===== src/rtl/seg7_pkg.sv =====
// Segment bit positions and glyph constants shared by the scan driver.
// Pure constants, no latency.
// No flow control.
package seg7_pkg;

  localparam int SEG_A  = 0;
  localparam int SEG_B  = 1;
  localparam int SEG_C  = 2;
  localparam int SEG_D  = 3;
  localparam int SEG_E  = 4;
  localparam int SEG_F  = 5;
  localparam int SEG_G  = 6;
  localparam int SEG_DP = 7;

  // Single lit segment; glyphs are built as unions of these.
  function automatic logic [7:0] seg_on(int b);
    return 8'(1) << b;
  endfunction

  localparam logic [7:0] GLYPH_BLANK = 8'h00;
  localparam logic [7:0] GLYPH_0 = seg_on(SEG_A) | seg_on(SEG_B) | seg_on(SEG_C) | seg_on(SEG_D) | seg_on(SEG_E) | seg_on(SEG_F);
  localparam logic [7:0] GLYPH_1 = seg_on(SEG_B) | seg_on(SEG_C);
  localparam logic [7:0] GLYPH_2 = seg_on(SEG_A) | seg_on(SEG_B) | seg_on(SEG_D) | seg_on(SEG_E) | seg_on(SEG_G);
  localparam logic [7:0] GLYPH_3 = seg_on(SEG_A) | seg_on(SEG_B) | seg_on(SEG_C) | seg_on(SEG_D) | seg_on(SEG_G);
  localparam logic [7:0] GLYPH_4 = seg_on(SEG_B) | seg_on(SEG_C) | seg_on(SEG_F) | seg_on(SEG_G);
  localparam logic [7:0] GLYPH_5 = seg_on(SEG_A) | seg_on(SEG_C) | seg_on(SEG_D) | seg_on(SEG_F) | seg_on(SEG_G);
  localparam logic [7:0] GLYPH_6 = seg_on(SEG_A) | seg_on(SEG_C) | seg_on(SEG_D) | seg_on(SEG_E) | seg_on(SEG_F) | seg_on(SEG_G);
  localparam logic [7:0] GLYPH_7 = seg_on(SEG_A) | seg_on(SEG_B) | seg_on(SEG_C);
  localparam logic [7:0] GLYPH_8 = GLYPH_0 | seg_on(SEG_G);
  localparam logic [7:0] GLYPH_9 = seg_on(SEG_A) | seg_on(SEG_B) | seg_on(SEG_C) | seg_on(SEG_F) | seg_on(SEG_G);
  localparam logic [7:0] GLYPH_A = seg_on(SEG_A) | seg_on(SEG_B) | seg_on(SEG_C) | seg_on(SEG_E) | seg_on(SEG_F) | seg_on(SEG_G);
  localparam logic [7:0] GLYPH_B = seg_on(SEG_C) | seg_on(SEG_D) | seg_on(SEG_E) | seg_on(SEG_F) | seg_on(SEG_G);
  localparam logic [7:0] GLYPH_C = seg_on(SEG_A) | seg_on(SEG_D) | seg_on(SEG_E) | seg_on(SEG_F);
  localparam logic [7:0] GLYPH_D = seg_on(SEG_B) | seg_on(SEG_C) | seg_on(SEG_D) | seg_on(SEG_E) | seg_on(SEG_G);
  localparam logic [7:0] GLYPH_E = seg_on(SEG_A) | seg_on(SEG_D) | seg_on(SEG_E) | seg_on(SEG_F) | seg_on(SEG_G);
  localparam logic [7:0] GLYPH_F = seg_on(SEG_A) | seg_on(SEG_E) | seg_on(SEG_F) | seg_on(SEG_G);

endpackage


===== src/rtl/seg7_scan_driver_if.sv =====
// Datapath-facing bundle of the scan driver: value/dp/control in, pins out.
// No latency of its own.
// No flow control; load is a single-cycle strobe.
interface seg7_scan_driver_if #(
  parameter int DIGITS = 4
);
  logic                  en;
  logic                  load;
  logic [4*DIGITS-1:0]   value;
  logic [DIGITS-1:0]     dp;
  logic                  lz_blank;
  logic [7:0]            seg;
  logic [DIGITS-1:0]     an;
  logic                  frame_done;

  modport master (
    output en, load, value, dp, lz_blank,
    input  seg, an, frame_done
  );

  modport slave (
    input  en, load, value, dp, lz_blank,
    output seg, an, frame_done
  );
endinterface


===== src/rtl/seg7_glyph.sv =====
// Nibble to 7-segment glyph decode; the only decode point in the driver.
// Combinational, zero latency.
// No flow control.
module seg7_glyph
  import seg7_pkg::*;
#(
  parameter bit HEX_EN = 1'b0
) (
  input  logic [3:0] nibble,
  output logic [6:0] glyph
);

  // Values 10..15 decode to A..F only in hex builds, otherwise blank.
  always_comb begin
    glyph = GLYPH_BLANK[6:0];
    case (nibble)
      4'h0: glyph = GLYPH_0[6:0];
      4'h1: glyph = GLYPH_1[6:0];
      4'h2: glyph = GLYPH_2[6:0];
      4'h3: glyph = GLYPH_3[6:0];
      4'h4: glyph = GLYPH_4[6:0];
      4'h5: glyph = GLYPH_5[6:0];
      4'h6: glyph = GLYPH_6[6:0];
      4'h7: glyph = GLYPH_7[6:0];
      4'h8: glyph = GLYPH_8[6:0];
      4'h9: glyph = GLYPH_9[6:0];
      4'hA: if (HEX_EN) glyph = GLYPH_A[6:0];
      4'hB: if (HEX_EN) glyph = GLYPH_B[6:0];
      4'hC: if (HEX_EN) glyph = GLYPH_C[6:0];
      4'hD: if (HEX_EN) glyph = GLYPH_D[6:0];
      4'hE: if (HEX_EN) glyph = GLYPH_E[6:0];
      4'hF: if (HEX_EN) glyph = GLYPH_F[6:0];
      default: ;
    endcase
  end

endmodule


===== src/rtl/seg7_scan_driver.sv =====
// Time-multiplexed 7-segment driver with tear-free double-buffered value.
// Outputs registered; a load shows up at the next frame boundary.
// No backpressure; back-to-back loads within a frame keep the last one.
module seg7_scan_driver
  import seg7_pkg::*;
#(
  parameter int DIGITS   = 4,
  parameter int SCAN_DIV = 100000,
  parameter bit HEX_EN   = 1'b0
) (
  input  logic             clk,
  input  logic             rst_n,
  seg7_scan_driver_if.slave bus
);

  localparam int PW = $clog2(SCAN_DIV);
  localparam int IW = (DIGITS > 1) ? $clog2(DIGITS) : 1;
  localparam logic [PW-1:0] PRE_LAST = PW'(SCAN_DIV - 1);
  localparam logic [IW-1:0] IDX_LAST = IW'(DIGITS - 1);

  logic [PW-1:0]        pre, pre_nxt;
  logic [IW-1:0]        idx, idx_nxt;
  logic                 running;
  logic                 boundary;
  logic                 direct_load;

  logic [4*DIGITS-1:0]  pend_value, shadow_value, shadow_value_nxt;
  logic [DIGITS-1:0]    pend_dp, shadow_dp, shadow_dp_nxt;
  logic                 pend;

  logic [DIGITS-1:0]    zero_above;
  logic                 all_zero;
  logic [3:0]           nib;
  logic [6:0]           glyph;
  logic                 hide;
  logic [7:0]           seg_nxt;

  logic [7:0]           seg_q;
  logic [DIGITS-1:0]    an_q;
  logic                 frame_done_q;

  // The frame boundary is the digit-0 ghost-guard cycle of a running scan.
  // Outside a running scan a load goes straight to the shadow set.
  always_comb begin
    boundary    = running && (pre == '0) && (idx == '0);
    direct_load = bus.load && (!bus.en || !running || boundary);
  end

  // Shadow next-state; the output stage decodes from this so a boundary
  // update is already visible in the first lit cycle of digit 0.
  always_comb begin
    shadow_value_nxt = shadow_value;
    shadow_dp_nxt    = shadow_dp;
    if (direct_load) begin
      shadow_value_nxt = bus.value;
      shadow_dp_nxt    = bus.dp;
    end else if (bus.en && boundary && pend) begin
      shadow_value_nxt = pend_value;
      shadow_dp_nxt    = pend_dp;
    end
  end

  // Advance prescaler; the digit index steps when the prescaler wraps.
  always_comb begin
    pre_nxt = (pre == PRE_LAST) ? '0 : pre + PW'(1);
    idx_nxt = idx;
    if (pre == PRE_LAST) begin
      idx_nxt = (idx == IDX_LAST) ? '0 : idx + IW'(1);
    end
  end

  // Leading-zero mask and segment pattern for the digit about to be lit.
  always_comb begin
    zero_above = '0;
    all_zero   = 1'b1;
    for (int i = DIGITS - 1; i >= 0; i--) begin
      all_zero      = all_zero && (shadow_value_nxt[4*i +: 4] == 4'h0);
      zero_above[i] = all_zero;
    end
    nib     = shadow_value_nxt[4*idx_nxt +: 4];
    hide    = bus.lz_blank && (idx_nxt != '0) && zero_above[idx_nxt];
    seg_nxt = {1'b0, hide ? 7'h00 : glyph};
    seg_nxt[SEG_DP] = shadow_dp_nxt[idx_nxt];
  end

  seg7_glyph #(.HEX_EN(HEX_EN)) u_glyph (
    .nibble (nib),
    .glyph  (glyph)
  );

  // Pending and shadow register sets.
  always_ff @(posedge clk or negedge rst_n) begin
    if (!rst_n) begin
      pend_value   <= '0;
      pend_dp      <= '0;
      pend         <= 1'b0;
      shadow_value <= '0;
      shadow_dp    <= '0;
    end else begin
      shadow_value <= shadow_value_nxt;
      shadow_dp    <= shadow_dp_nxt;
      if (bus.load) begin
        if (direct_load) begin
          pend <= 1'b0;
        end else begin
          pend_value <= bus.value;
          pend_dp    <= bus.dp;
          pend       <= 1'b1;
        end
      end else if (bus.en && boundary) begin
        pend <= 1'b0;
      end
    end
  end

  // Scan position and registered pin outputs; a fresh start lands on the
  // digit-0 ghost-guard cycle and counts as a frame boundary.
  always_ff @(posedge clk or negedge rst_n) begin
    if (!rst_n) begin
      running      <= 1'b0;
      pre          <= '0;
      idx          <= '0;
      seg_q        <= '0;
      an_q         <= '0;
      frame_done_q <= 1'b0;
    end else if (!bus.en) begin
      running      <= 1'b0;
      pre          <= '0;
      idx          <= '0;
      seg_q        <= '0;
      an_q         <= '0;
      frame_done_q <= 1'b0;
    end else if (!running) begin
      running      <= 1'b1;
      pre          <= '0;
      idx          <= '0;
      seg_q        <= '0;
      an_q         <= '0;
      frame_done_q <= 1'b1;
    end else begin
      pre <= pre_nxt;
      idx <= idx_nxt;
      if (pre_nxt == '0) begin
        seg_q        <= '0;
        an_q         <= '0;
        frame_done_q <= (idx_nxt == '0);
      end else begin
        seg_q        <= seg_nxt;
        an_q         <= DIGITS'(1) << idx_nxt;
        frame_done_q <= 1'b0;
      end
    end
  end

  assign bus.seg        = seg_q;
  assign bus.an         = an_q;
  assign bus.frame_done = frame_done_q;

endmodule


===== src/flat_wrapper.sv =====
// flat-port wrapper written by rule: the top's interface ports become plain ports
module seg7_scan_driver_flat import seg7_pkg::*;
#(
  parameter int DIGITS   = 4,
  parameter int SCAN_DIV = 100000,
  parameter bit HEX_EN   = 1'b0
)
  (clk, rst_n, bus_en, bus_load, bus_value, bus_dp, bus_lz_blank, bus_seg, bus_an, bus_frame_done);
  seg7_scan_driver_if #(.DIGITS(DIGITS)) bus_i ();
  input  logic clk;
  input  logic rst_n;
  input wire logic [$bits(bus_i.en)-1:0] bus_en;
  input wire logic [$bits(bus_i.load)-1:0] bus_load;
  input wire logic [$bits(bus_i.value)-1:0] bus_value;
  input wire logic [$bits(bus_i.dp)-1:0] bus_dp;
  input wire logic [$bits(bus_i.lz_blank)-1:0] bus_lz_blank;
  output wire logic [$bits(bus_i.seg)-1:0] bus_seg;
  output wire logic [$bits(bus_i.an)-1:0] bus_an;
  output wire logic [$bits(bus_i.frame_done)-1:0] bus_frame_done;
  assign bus_i.en = bus_en;
  assign bus_i.load = bus_load;
  assign bus_i.value = bus_value;
  assign bus_i.dp = bus_dp;
  assign bus_i.lz_blank = bus_lz_blank;
  assign bus_seg = bus_i.seg;
  assign bus_an = bus_i.an;
  assign bus_frame_done = bus_i.frame_done;
  seg7_scan_driver #(.DIGITS(DIGITS), .SCAN_DIV(SCAN_DIV), .HEX_EN(HEX_EN)) u_core (.clk(clk), .rst_n(rst_n), .bus(bus_i));
endmodule

===== config.mk =====
export PLATFORM = sky130hd
export DESIGN_NAME = seg7_scan_driver_flat
export DESIGN_NICKNAME = d
export VERILOG_FILES = /design/src/rtl/seg7_pkg.sv /design/src/rtl/seg7_scan_driver_if.sv /design/src/rtl/seg7_glyph.sv /design/src/rtl/seg7_scan_driver.sv /design/src/flat_wrapper.sv
export SDC_FILE = /design/constraint.sdc
export NUM_CORES = 1
export LEC_CHECK = 0
export BUFFER_PORTS_ARGS = -buffer_cell sky130_fd_sc_hd__buf_2
export CELL_PAD_IN_SITES_DETAIL_PLACEMENT = 1
export CELL_PAD_IN_SITES_GLOBAL_PLACEMENT = 2
export CORE_MARGIN = 5
export CORE_UTILIZATION = 41
export DETAILED_ROUTE_END_ITERATION = 8
export PLACE_DENSITY = 0.9
export SLEW_MARGIN = 20
export SYNTH_ARGS = -nofsm -noshare
export SYNTH_HDL_FRONTEND = slang
export SYNTH_SLANG_ARGS = --single-unit

===== constraint.sdc =====
create_clock -name clk -period 5.8 [get_ports clk]
set_input_delay 0.29 -clock clk [delete_from_list [all_inputs] [get_ports clk]]
set_output_delay 0.29 -clock clk [all_outputs]
set_load 0.01 [all_outputs]

## Word level (Yosys, flattened, before mapping)

Cells that the tools add are included.

- Register bits after elaboration: 74
- Input port bits: 25
- Output and inout port bits: 13
- Word-level logic and storage cells: 84

- Add/sub/neg operators: 2
- $lt $le $gt $ge: 1
- Equality and inequality tests: 11
- Shifts and indexed selects: 2
- Muxes and demuxes: 30
- Bitwise logic cells: 1
- Reductions and logical operators: 26

Operators by type and width:

| operator | count |
|---|---|
| case mux 7 bit (10 select lines) | 1 |
| two-way mux 17 bit | 3 |
| logical NOT 17 bit | 2 |
| two-way mux 16 bit | 2 |
| two-way mux 8 bit | 3 |
| logical NOT 4 bit | 5 |
| two-way mux 4 bit | 5 |
| adder 17 x 1 -> 17 bit, second input constant | 1 |
| equality test 17 bit, second input constant | 1 |
| equality test 4 x 3 -> 1 bit, second input constant | 4 |
| variable part select 16 x 5 -> 4 bit | 1 |
| logical AND 1 bit | 10 |
| two-way mux 1 bit | 9 |
| equality test 4 x 2 -> 1 bit, second input constant | 2 |
| equality test 4 bit, second input constant | 2 |
| two-way mux 2 bit | 4 |
| two-way mux 7 bit | 1 |
| binary-select mux 1 bit (select 2 bit) | 2 |
| equality test 4 x 1 -> 1 bit, second input constant | 1 |
| logical NOT 2 bit | 2 |
| nonzero test 2 bit | 2 |
| << shifter 1 x 2 -> 4 bit, first input constant | 1 |
| less-than comparator 2 x 3 -> 1 bit, second input constant | 1 |
| adder 2 x 1 -> 2 bit, second input constant | 1 |
| other kinds (5) | 7 |

## Depth between registers and ports, before layout

Gate-level depths: netlist of the first run.

- Depth after elaboration: 18
- Gate-level depth with buffers: 15
- Gate-level depth less buffers: 12

## By module

A second synthesis of the first run with hierarchy kept.

- Cells, all modules: 415
- Area, all modules: 4155.2 um^2

Modules (own cells, without submodules):

| module | times used | cells each | area an instance (um^2) | seq. area each (um^2) |
|---|---|---|---|---|
| seg7_scan_driver | 1 | 391 | 3987.6 | 1851.8 |
| seg7_glyph | 1 | 24 | 167.7 | 0.0 |

## Worst setup path after synthesis of the first run

Ideal clock, no wire load.

- Kind: register to register
- Start: register u_core.pre[0]
- End: register u_core.seg_q[3], in the netlist u_core.bus.seg[3]
- Library setup time: 0.075 ns
- Arrival time: 3.112 ns
- Required time: 5.725 ns
- Setup slack: 2.613 ns
- Stages on the path, launching flop included: 15
- Buffers on the path: 2
- Clock period less this slack: 3.187 ns
- Path through: dfrtp_1 inv_1 ha_1 and4bb_2 nand4b_1 nor2_1 o21ai_0 clkbuf_1 buf_1 mux2i_1 o2bb2ai_1 a221oi_1 nand2b_1 mux2_2 a21oi_2

- Longest elaborated chain between the ends: 18
- Elaborated cells on any way between the ends: 42
- Classes of those cells: add/sub (1); eq/ne (10); shift (1); mux (11); reduce/logical (19)

RTL lines:

| element | line | text |
|---|---|---|
| start: declaration | seg7_scan_driver.sv:21 | `logic [PW-1:0] pre, pre_nxt;` |
| start signal: assignment | seg7_scan_driver.sv:141 | `pre <= pre_nxt;` |
| parallel branches: the longest is 15 deep, another holds logical NOT 17 bit | -- |  |
| two-way mux 8 bit * | seg7_scan_driver.sv:143 | `if (pre_nxt == '0) begin` |
| two-way mux 8 bit * | seg7_scan_driver.sv:133 | `end else if (!running) begin` |
| two-way mux 8 bit * | seg7_scan_driver.sv:126 | `end else if (!bus.en) begin` |
| end signal: assignment | seg7_scan_driver.sv:148 | `seg_q <= seg_nxt;` |
| end: declaration | seg7_scan_driver.sv:38 | `logic [7:0] seg_q;` |

Every way passes the cells marked *. The select of a mux whose other input is x is not followed.
A chain may end at the register's enable or synchronous reset.

## Worst setup path after layout of the first run

- Start: register u_core.pre[6]
- End: register u_core.seg_q[3], in the netlist u_core.bus.seg[3]

The elaborated chain is that of the path after synthesis.

==> results of run 1 <==
[cells by family (layout without fill, tap and decap cells)]
group	count (synthesis)	after routing	synth area share, %
simple gates	130	130	17.2
flops	74	74	49.2
mux	56	56	16.3
compound gates	43	43	8.01
buf+inv	30	65	3.49
xor+xnor	19	19	4.42
fa+ha+maj	4	4	1.33
[layout make-up]
cell class	instances	share of cell area [%]
clock buffers	10	3.03
clock inverters	6	1.61
inverters	10	0.892
multi-input cells	252	42.4
flip-flops and latches	74	44.0
well taps	111	3.30
repair buffers	39	4.76
[sequential cells by signal, summed over array words and instances (netlist names)]
signal and count:
u_core.shadow_value 16, u_core.running 1, u_core.bus.an 4, u_core.pend_value 16, u_core.idx 2, u_core.pre 17
u_core.pend_dp 4, u_core.pend 1, u_core.bus.seg 8, u_core.bus.frame_done 1, u_core.shadow_dp 4
[path summary, 6_finish.rpt]
kind / endpoint
worst max-delay path: u_core.bus.seg[3]$_DFF_PN0_
worst min-delay path: u_core.pre[9]$_DFF_PN0_
worst max register to register: u_core.bus.seg[3]$_DFF_PN0_
worst min register to register: u_core.pre[0]$_DFF_PN0_
max in group asynchronous: u_core.shadow_value[3]$_DFF_PN0_
min in group clk: u_core.running$_DFF_PN0_
[cell usage after synthesis, types with 2 or more instances]
| cell type | count | area [µm²] |
|---|---|---|
| and3_1 | 4 | 25.0 |
| mux2_1 | 6 | 67.6 |
| dfrtp_1 | 74 | 1850 |
| nand3_1 | 17 | 85.1 |
| a21oi_1 | 15 | 75.1 |
| a211oi_4 | 2 | 40.0 |
| buf_2 | 3 | 15.0 |
| mux2_2 | 33 | 372 |
| inv_1 | 10 | 37.5 |
| nand2_1 | 20 | 75.1 |
| o2bb2ai_1 | 2 | 17.5 |
| a221oi_1 | 2 | 17.5 |
| mux2i_1 | 16 | 160 |
| o21ai_0 | 5 | 25.0 |
| nor2b_1 | 4 | 25.0 |
| a31oi_1 | 2 | 12.5 |
| clkbuf_1 | 12 | 45.0 |
| a22o_1 | 2 | 17.5 |
| nor4_1 | 5 | 31.3 |
| ha_1 | 4 | 50.1 |
| xor2_1 | 11 | 96.3 |
| buf_6 | 2 | 22.5 |
| a211oi_1 | 3 | 22.5 |
| o21ai_1 | 3 | 15.0 |
| nand2b_1 | 2 | 12.5 |
| buf_1 | 3 | 11.3 |
| or3_1 | 2 | 12.5 |
| nand4_1 | 3 | 18.8 |
| xnor2_1 | 8 | 70.1 |
| nor3_1 | 6 | 30.0 |
| and2_1 | 3 | 18.8 |
| nor2_1 | 51 | 191 |
| or4_1 | 3 | 22.5 |
[through the flow]
stage	instances	utilization, %	hold slack, ns
4_1_cts	501	46.2	0.0901
3_5_place_dp	485	44.0	0.482
6_report	502	46.2	0.0654
2_1_floorplan	356	-	-0.00559
5_1_grt	502	46.2	0.108
3_3_place_gp	485	44.0	0.469
[power by group]
part           switching (mW)  internal, mW
sequential             0.0243         0.573
clock                   0.203         0.199
combinational          0.0928        0.0824
total                   0.320         0.855
[metal layers]
layer | vias to the layer above | wire length [µm]
met1 | 1366 | 3940
met4 | 0 | 142
li1 | 1301 | -
met5 | - | 0
met3 | 12 | 266
met2 | 35 | 4240
==> impl_metrics.py, run 1 <==
metrics = {
    "route": {
        "post-route-drc-count": 0,
        "final_antenna_net_count": 0,
        "wl_mm": 8.59,
        "avgViaCountPerCell": 5.41,
        "drtIter0Drc": 72,
        "via_count": 2714,
        "firstDrtPassIters": 4,
        "routedWlPerCell_um": 17.1,
    },
    "floorplanning": {
        "die_area_mm2": 0.0112,
        "die_h_um": 106,
        "die_w_um": 106,
        "io_pins": 38,
        "initial_core_util_pct": 41.3,
        "core_mm2": 0.00911,
        "num_rows": 35,
    },
    "flow_run": {
        "drv_cap": 0,
    },
    "sta": {
        "setup_slack_ns": 1.82,
        "fin_tns_setup_ns": 0,
        "hold_viol": 0,
        "slew_headroom_pct": 35.4,
        "finalClockSkew_ns": 0.0108,
        "worst_pin_slew_ns": 0.967,
        "max_freq_mhz": 251,
        "setup_viol": 0,
        "min_period_over_period_pct": 68.7,
        "slew_viol_final": 0,
        "finalCriticalPeriod_ns": 3.98,
        "rsz0062_at_grt": "no",
    },
    "global_route": {
        "grt_max_degree": 75,
        "grt_pass1_vias": 2906,
        "top_usage_layer": "met2",
        "grt.met1_usage_pct": 21.4,
        "grt_pass1_wl_mm": 14.7,
        "grtUsageTotal_pct": 16.7,
        "antenna_found_initial": 0,
        "globalRouteOverflowTotal": 0,
        "grtUsageMet2_pct": 27.1,
        "use_met3_pct": 4.10,
    },
    "pwr": {
        "ir_drop_mv": 0.157,
        "leakage_nw": 1.92,
        "power_density_mw_per_mm2": 279,
        "p_total_mw": 1.17,
    },
    "critical_path": {
        "worstPathMaxFanout": 9,
        "worstPathRequired_ns": 6.09,
        "critPathSlowestCell": "mux2i_1",
        "start_kind": "register",
        "cp_num_cells": 10,
        "reg2reg_setup_slack_ns": 1.82,
        "critPathCaptureType": "register",
        "critical_path_class": "reg -> reg",
        "cp_top_family": "simple AND/OR/NAND/NOR gates",
        "path_cells": "nor4_4 -> nand2_2 -> nor4_2 -> mux2i_1 -> nor2_1 -> a221oi_1 -> clkbuf_2 -> nand2b_1 -> mux2_2 -> a21oi_2",
        "cp_slowest_stage_delay_ns": 0.70,
        "reg2regPathDepth": 10,
        "cp-startpoint": "u_core.pre[6]$_DFF_PN0_",
        "crit_arrival_ns": 4.28,
        "cp_num_buf_inv": 1,
        "timing.rr.start": "u_core.pre[6]$_DFF_PN0_",
    },
    "cells_and_area": {
        "final.fill_count": 1043,
        "area.growth.synth_to_final_pct": 11.8,
        "nNetsFinal": 415,
        "final_cell_mix": "dfrtp_1 (74), nor2_1 (51), buf_2 (36)",
        "multiInputGateArea_mm2": 0.00179,
        "seq_area_mm2": 0.00185,
        "drive_above_1_share_pct": 25.1,
        "final_area_mm2": 0.00421,
        "layout_commonest_cell": "dfrtp_1",
        "antenna_cells": 0,
    },
    "hold_path": {
        "hold_class": "in -> async",
    },
    "clock_network": {
        "cts_tree": "built",
        "clock_sinks": 74,
        "postCtsHoldBufs": 0,
        "cts.clk_slew.worst_paths_ns": 0.08,
        "cts_buffer_depth": 2,
        "cts.root.buffer_cell": "clkbuf_8",
        "cts_resized": 0,
        "cts_buffers": 9,
        "worstSkewPairLatency_ns": 0.36,
        "cts_setup_buffers": 0,
        "htreeDepth": 3,
    },
    "place": {
        "placed_area_mm2": 0.00401,
        "port-buffer-count": 37,
        "post-dp-hpwl_mm": 6.15,
        "gp_congestion": 0.777,
        "dp_slack_ns": 1.63,
    },
    "yosys": {
        "async_reset_ff_share_pct": 100,
        "synth_seq_area_share_pct": 49.2,
        "yosysWarnings": 0,
        "yosysUniqueCellTypes": 51,
        "yosys_register_bits": 74,
        "syn_area_mm2": 0.00376,
        "synth_edf_count": 0,
        "syn-instance-count": 356,
        "syn_area_per_cell_um2": 10.6,
        "ys.flop_type": "dfrtp_1",
        "syn-num-nets": 385,
    },
    "run_status": {
        "run_status": "completed",
    },
}
Power figures use the tool's default switching activity.
==> inputs of run 2 (changes only) <==
--- a/config.mk
+++ b/config.mk
@@ -9,9 +9,9 @@
 export CELL_PAD_IN_SITES_DETAIL_PLACEMENT = 1
 export CELL_PAD_IN_SITES_GLOBAL_PLACEMENT = 2
 export CORE_MARGIN = 5
-export CORE_UTILIZATION = 41
+export CORE_UTILIZATION = 35
 export DETAILED_ROUTE_END_ITERATION = 8
-export PLACE_DENSITY = 0.9
+export PLACE_DENSITY = 0.82
 export SLEW_MARGIN = 20
 export SYNTH_ARGS = -nofsm -noshare
 export SYNTH_HDL_FRONTEND = slang
==> constraint.sdc (replaced) <==
create_clock -name clk -period 3.5 [get_ports clk]
set_input_delay 0.175 -clock clk [delete_from_list [all_inputs] [get_ports clk]]
set_output_delay 0.175 -clock clk [all_outputs]
set_load 0.01 [all_outputs]
==> impl_metrics.py, run 2 (synthesis gave the netlist of run 1 again) <==
metrics = {
    "sta": {
        "fin_tns_setup_ns": 0,
        "min_period_over_period_pct": 99.7,
        "setup_slack_ns": 0.0118,
        "worst_pin_slew_ns": 0.757,
        "setup_viol": 0,
        "whs_ns": 0.0602,
        "finalCriticalPeriod_ns": 3.49,
        "slew_headroom_pct": 49.3,
        "slew_viol_final": 0,
        "rsz0062_at_grt": "yes",
        "hold_viol": 0,
        "finalClockSkew_ns": 0.00981,
        "max_freq_mhz": 287,
    },
    "critical_path": {
        "worstPathMaxFanout": 8,
        "worstPathRequired_ns": 3.79,
        "start_kind": "register",
        "crit_arrival_ns": 3.78,
        "critPathCaptureType": "register",
        "critical_path_class": "reg -> reg",
    },
    "cells_and_area": {
        "final_cell_mix": "dfrtp_1 (74), nor2_1 (50), buf_2 (36)",
        "final.fill_count": 1177,
        "largest_reg_flops": 17,
        "largest-register": "u_core.pre",
        "layout_commonest_cell": "dfrtp_1",
        "largestRegisters": "u_core.pre: 17 flops, u_core.pend_value: 16 flops, u_core.shadow_value: 16 flops",
        "area.growth.synth_to_final_pct": 20.7,
        "nNetsFinal": 442,
        "drive_above_1_share_pct": 32.6,
        "antenna_cells": 0,
    },
    "route": {
        "drtIter0Drc": 77,
        "via_count": 2801,
        "post-route-drc-count": 0,
        "routed.top_layer": "met4",
        "final_antenna_net_count": 0,
        "met2WireLength_mm": 4.25,
        "routedWlPerCell_um": 16.7,
        "firstDrtPassIters": 4,
        "routed-wl-met3_um": 267,
        "avgViaCountPerCell": 5.07,
        "wl_met1_mm": 4.53,
        "wl_mm": 9.23,
    },
    "clock_network": {
        "worstSkewPairLatency_ns": 0.36,
        "htreeDepth": 3,
        "cts_buffer_depth": 2,
        "cts.root.buffer_cell": "clkbuf_8",
        "cts_tree": "built",
        "clock_sinks": 74,
        "cts.clk_slew.worst_paths_ns": 0.08,
        "cts_buffers": 9,
    },
    "run_status": {
        "run_status": "completed",
    },
    "global_route": {
        "antenna_found_initial": 0,
        "globalRouteOverflowTotal": 0,
        "grt_pass1_vias": 3001,
        "grtUsageTotal_pct": 15.0,
        "grt_pass1_wl_mm": 15.2,
        "grt_max_degree": 75,
    },
    "pwr": {
        "leakage_nw": 2.10,
        "power_density_mw_per_mm2": 437,
        "ir_drop_mv": 0.212,
    },
    "place": {
        "gp_congestion": 0.837,
        "port-buffer-count": 37,
        "post-dp-hpwl_mm": 6.36,
        "dp_slack_ns": -0.0353,
    },
    "floorplanning": {
        "die_w_um": 114,
        "io_pins": 38,
        "core_mm2": 0.0104,
        "die_h_um": 114,
        "initial_core_util_pct": 36.1,
        "die_area_mm2": 0.0129,
        "num_rows": 37,
    },
    "flow_run": {
        "drv_cap": 0,
    },
    "hold_path": {
        "hold_class": "in -> reg",
    },
}
-- run 2: stage by stage --
stage	utilization, %	cells	cell area (µm²)	power, mW
floorplan	-	356	3760	1.20
global placement	39.7	523	4140	1.29
detailed placement	39.7	523	4140	1.31
CTS	41.7	539	4340	1.96
global route	43.6	553	4540	2.09
finish	43.6	553	4540	1.99
-- run 2: where the power goes --
group	leakage (nW)	internal (mW)	switching (mW)
Clock	0.0921	0.324	0.326
Sequential	0.933	0.950	0.0412
Combinational	1.07	0.173	0.171
-- run 2: per-layer routing --
layer	vias up	global-route usage, %
li1	1356	-
met1	1386	19.9
met2	45	24.0
met3	14	3.34
met4	0	5.29
met5	-	0
-- run 2: critical path: stages (launching register included) --
cell and delay (ns):
dfrtp_1 0.42, inv_2 0.09, ha_4 0.11, and4bb_2 0.23, nand4_1 0.09, or4_4 0.61
buf_6 0.17, buf_6 0.11, mux2_4 0.28, mux2_4 0.28, a22o_4 0.27, a211oi_4 0.16
buf_6 0.17, nand2_2 0.05, mux2_4 0.27, a21oi_2 0.11
-- run 2: path summary, 6_finish.rpt --
check,startpoint,slack [ns],end,depth (start not counted)
max,u_core.pre[0]$_DFF_PN0_,0.01,u_core.bus.seg[3]$_DFF_PN0_,15
min,bus_value[12],0.06,u_core.pend_value[12]$_DFFE_PN0P_,2
max reg2reg,u_core.pre[0]$_DFF_PN0_,0.01,u_core.bus.seg[3]$_DFF_PN0_,15
min reg2reg,u_core.pend_value[0]$_DFFE_PN0P_,0.50,u_core.pend_value[0]$_DFFE_PN0P_,1
max in group asynchronous,rst_n,2.58,u_core.pend_dp[0]$_DFFE_PN0P_,2
min in group asynchronous,rst_n,0.38,u_core.pre[7]$_DFF_PN0_,2
-- run 2: what timing repair did --
action	4_1_cts	5_1_grt
cloned	0	0
endpoints found under the setup margin	5	7
hold buffers	1	1
resized for setup	2	25
hold endpoints to repair	1	74
pin swaps	0	11
buffers inserted	0	13
-- run 2: final cells by class --
type	count	area, µm²	area share [%]
Tap cell	136	170	3.75
Clock inverter	5	56.3	1.24
Inverter	10	37.5	0.826
Timing Repair Buffer	66	437	9.61
Multi-Input combinational cell	252	1860	41.0
Sequential cell	74	1850	40.8
Clock buffer	10	128	2.81
==> inputs of run 3 (changes only) <==
--- a/config.mk
+++ b/config.mk
@@ -12,6 +12,7 @@
 export CORE_UTILIZATION = 35
 export DETAILED_ROUTE_END_ITERATION = 8
 export PLACE_DENSITY = 0.82
+export RECOVER_POWER = 25
 export SLEW_MARGIN = 20
 export SYNTH_ARGS = -nofsm -noshare
 export SYNTH_HDL_FRONTEND = slang
==> impl_metrics.py, run 3 (synthesis gave the netlist of run 1 again) <==
metrics = {
    "cells_and_area": {
        "largestRegisters": "u_core.pre: 17 flops, u_core.pend_value: 16 flops, u_core.shadow_value: 16 flops",
        "final_area_mm2": 0.00454,
        "antenna_cells": 0,
        "largest_reg_flops": 17,
        "layout_commonest_cell": "dfrtp_1",
        "drive_above_1_share_pct": 32.6,
        "multiInputGateArea_mm2": 0.00186,
        "seq_area_mm2": 0.00185,
        "nNetsFinal": 442,
        "area.growth.synth_to_final_pct": 20.5,
        "largest-register": "u_core.pre",
        "final_cell_mix": "dfrtp_1 (74), nor2_1 (50), buf_2 (36)",
        "final.fill_count": 1176,
    },
    "sta": {
        "whs_ns": 0.0593,
        "hold_viol": 0,
        "slew_viol_final": 75,
        "max_freq_mhz": 287,
        "setup_viol": 0,
        "rsz0062_at_grt": "yes",
        "min_period_over_period_pct": 99.7,
        "finalCriticalPeriod_ns": 3.49,
        "slew_headroom_pct": -26.8,
        "worst_pin_slew_ns": 1.90,
        "finalClockSkew_ns": 0.00919,
        "fin_tns_setup_ns": 0,
        "setup_slack_ns": 0.0120,
    },
    "route": {
        "wl_mm": 9.22,
        "post-route-drc-count": 0,
        "avgViaCountPerCell": 5.08,
        "drtIter0Drc": 54,
        "via_count": 2812,
        "firstDrtPassIters": 4,
        "routedWlPerCell_um": 16.7,
        "final_antenna_net_count": 0,
    },
    "hold_path": {
        "hold_class": "in -> reg",
    },
    "critical_path": {
        "critical_path_class": "reg -> reg",
        "crit_top_cell": "buf_6",
        "cp_slowest_stage_delay_ns": 0.61,
        "worstPathRequired_ns": 3.78,
        "path_cells": "inv_2 -> ha_4 -> and4bb_2 -> nand4_1 -> or4_4 -> buf_6 -> buf_6 -> mux2_4 -> mux2_4 -> a22o_4 -> a211oi_4 -> buf_6 -> buf_6 -> nor2b_4 -> o21ai_1 -> a21oi_1",
        "critPathSlowestCell": "or4_4",
        "critPathCaptureType": "register",
        "worstPathMaxFanout": 8,
        "start_kind": "register",
        "crit_arrival_ns": 3.77,
    },
    "floorplanning": {
        "io_pins": 38,
        "num_rows": 37,
        "die_h_um": 114,
        "core_mm2": 0.0104,
        "die_area_mm2": 0.0129,
        "initial_core_util_pct": 36.1,
        "die_w_um": 114,
    },
    "global_route": {
        "top_usage_layer": "met2",
        "grt_max_degree": 75,
        "grt_pass1_vias": 3001,
        "globalRouteOverflowTotal": 0,
        "grtUsageTotal_pct": 15.0,
        "grt_pass1_wl_mm": 15.2,
        "grt.met1_usage_pct": 19.9,
        "grtUsageMet2_pct": 24.0,
        "use_met3_pct": 3.34,
        "antenna_found_initial": 0,
    },
    "pwr": {
        "ir_drop_mv": 0.212,
        "power_density_mw_per_mm2": 438,
        "leakage_nw": 2.09,
    },
    "clock_network": {
        "cts_buffer_depth": 2,
        "cts_buffers": 9,
        "htreeDepth": 3,
        "worstSkewPairLatency_ns": 0.36,
        "clock_sinks": 74,
        "cts.root.buffer_cell": "clkbuf_8",
        "cts.clk_slew.worst_paths_ns": 0.08,
        "cts_tree": "built",
    },
    "place": {
        "dp_slack_ns": -0.0353,
        "gp_congestion": 0.837,
        "placed_area_mm2": 0.00414,
        "port-buffer-count": 37,
        "post-dp-hpwl_mm": 6.36,
    },
    "flow_run": {
        "drv_cap": 1,
    },
    "run_status": {
        "run_status": "complete, but fails checks",
        "violations": "capacitance limit, slew limit",
    },
}
[run 3: cell types whose count changed in the layout (fill, tap and decap cells not counted), sizes merged]
| cell | delta |
|---|---|
| buf | -1 |
| clkbuf | +1 |
[run 3: worst paths after layout]
check	from	end	slack, ns	depth (start not counted)
hold / removal	bus_value[12]	u_core.pend_value[12]$_DFFE_PN0P_	0.06	2
hold reg to reg	u_core.pend_value[0]$_DFFE_PN0P_	u_core.pend_value[0]$_DFFE_PN0P_	0.50	1
min in group asynchronous	rst_n	u_core.pre[7]$_DFF_PN0_	0.88	2
max in group asynchronous	rst_n	u_core.pend_dp[0]$_DFFE_PN0P_	1.49	2
setup / recovery	u_core.pre[0]$_DFF_PN0_	u_core.bus.seg[0]$_DFF_PN0_	0.01	16
setup reg to reg	u_core.pre[0]$_DFF_PN0_	u_core.bus.seg[0]$_DFF_PN0_	0.01	16
[run 3: per-layer routing]
| metal | vias to the layer above | part of all wire, % |
|---|---|---|
| met4 | 0 | 1.9 |
| met2 | 41 | 47 |
| li1 | 1352 | - |
| met1 | 1405 | 48 |
| met5 | - | 0 |
| met3 | 14 | 2.7 |
[run 3: worst max-delay path, delay by kind of cell, from the launching register on]
family	cells	cell delay [ns]
AND/OR/NAND/NOR	4	1.04
adder cells (fa/ha/maj)	1	0.11
multiplexers	2	0.56
AO/OA/AOI/OAI	4	0.64
flip-flops	1	0.42
buffers and inverters	5	0.64
[run 3: repair_timing]
action,4_1_cts,5_1_grt
gates resized for setup,2,25
pin swaps,0,11
setup buffers,0,13
hold buffers,1,1
setup endpoints to repair,5,7
endpoints found under the hold margin,1,74
[run 3: final cells by class]
type,count,area share [%]
multi-input cells,252,41.1
flip-flops and latches,74,40.8
repair buffers,66,9.49
well taps,136,3.75
clock buffers,10,2.81
clock inverters,5,1.24
inverters,10,0.827
[run 3: metrics by stage]
step,power [mW],utilization (%),std cells
2_1_floorplan,1.20,-,356
5_1_grt,2.09,43.6,553
4_1_cts,1.96,41.7,539
3_3_place_gp,1.29,39.7,523
3_5_place_dp,1.31,39.7,523
6_report,1.99,43.6,553
[run 3: power by group]
group / switching, mW / total [mW] / internal, mW / leakage [nW]
Clock: 0.327 / 0.651 / 0.324 / 0.0921
Combinational: 0.171 / 0.343 / 0.172 / 1.07
Sequential: 0.0415 / 0.992 / 0.950 / 0.933
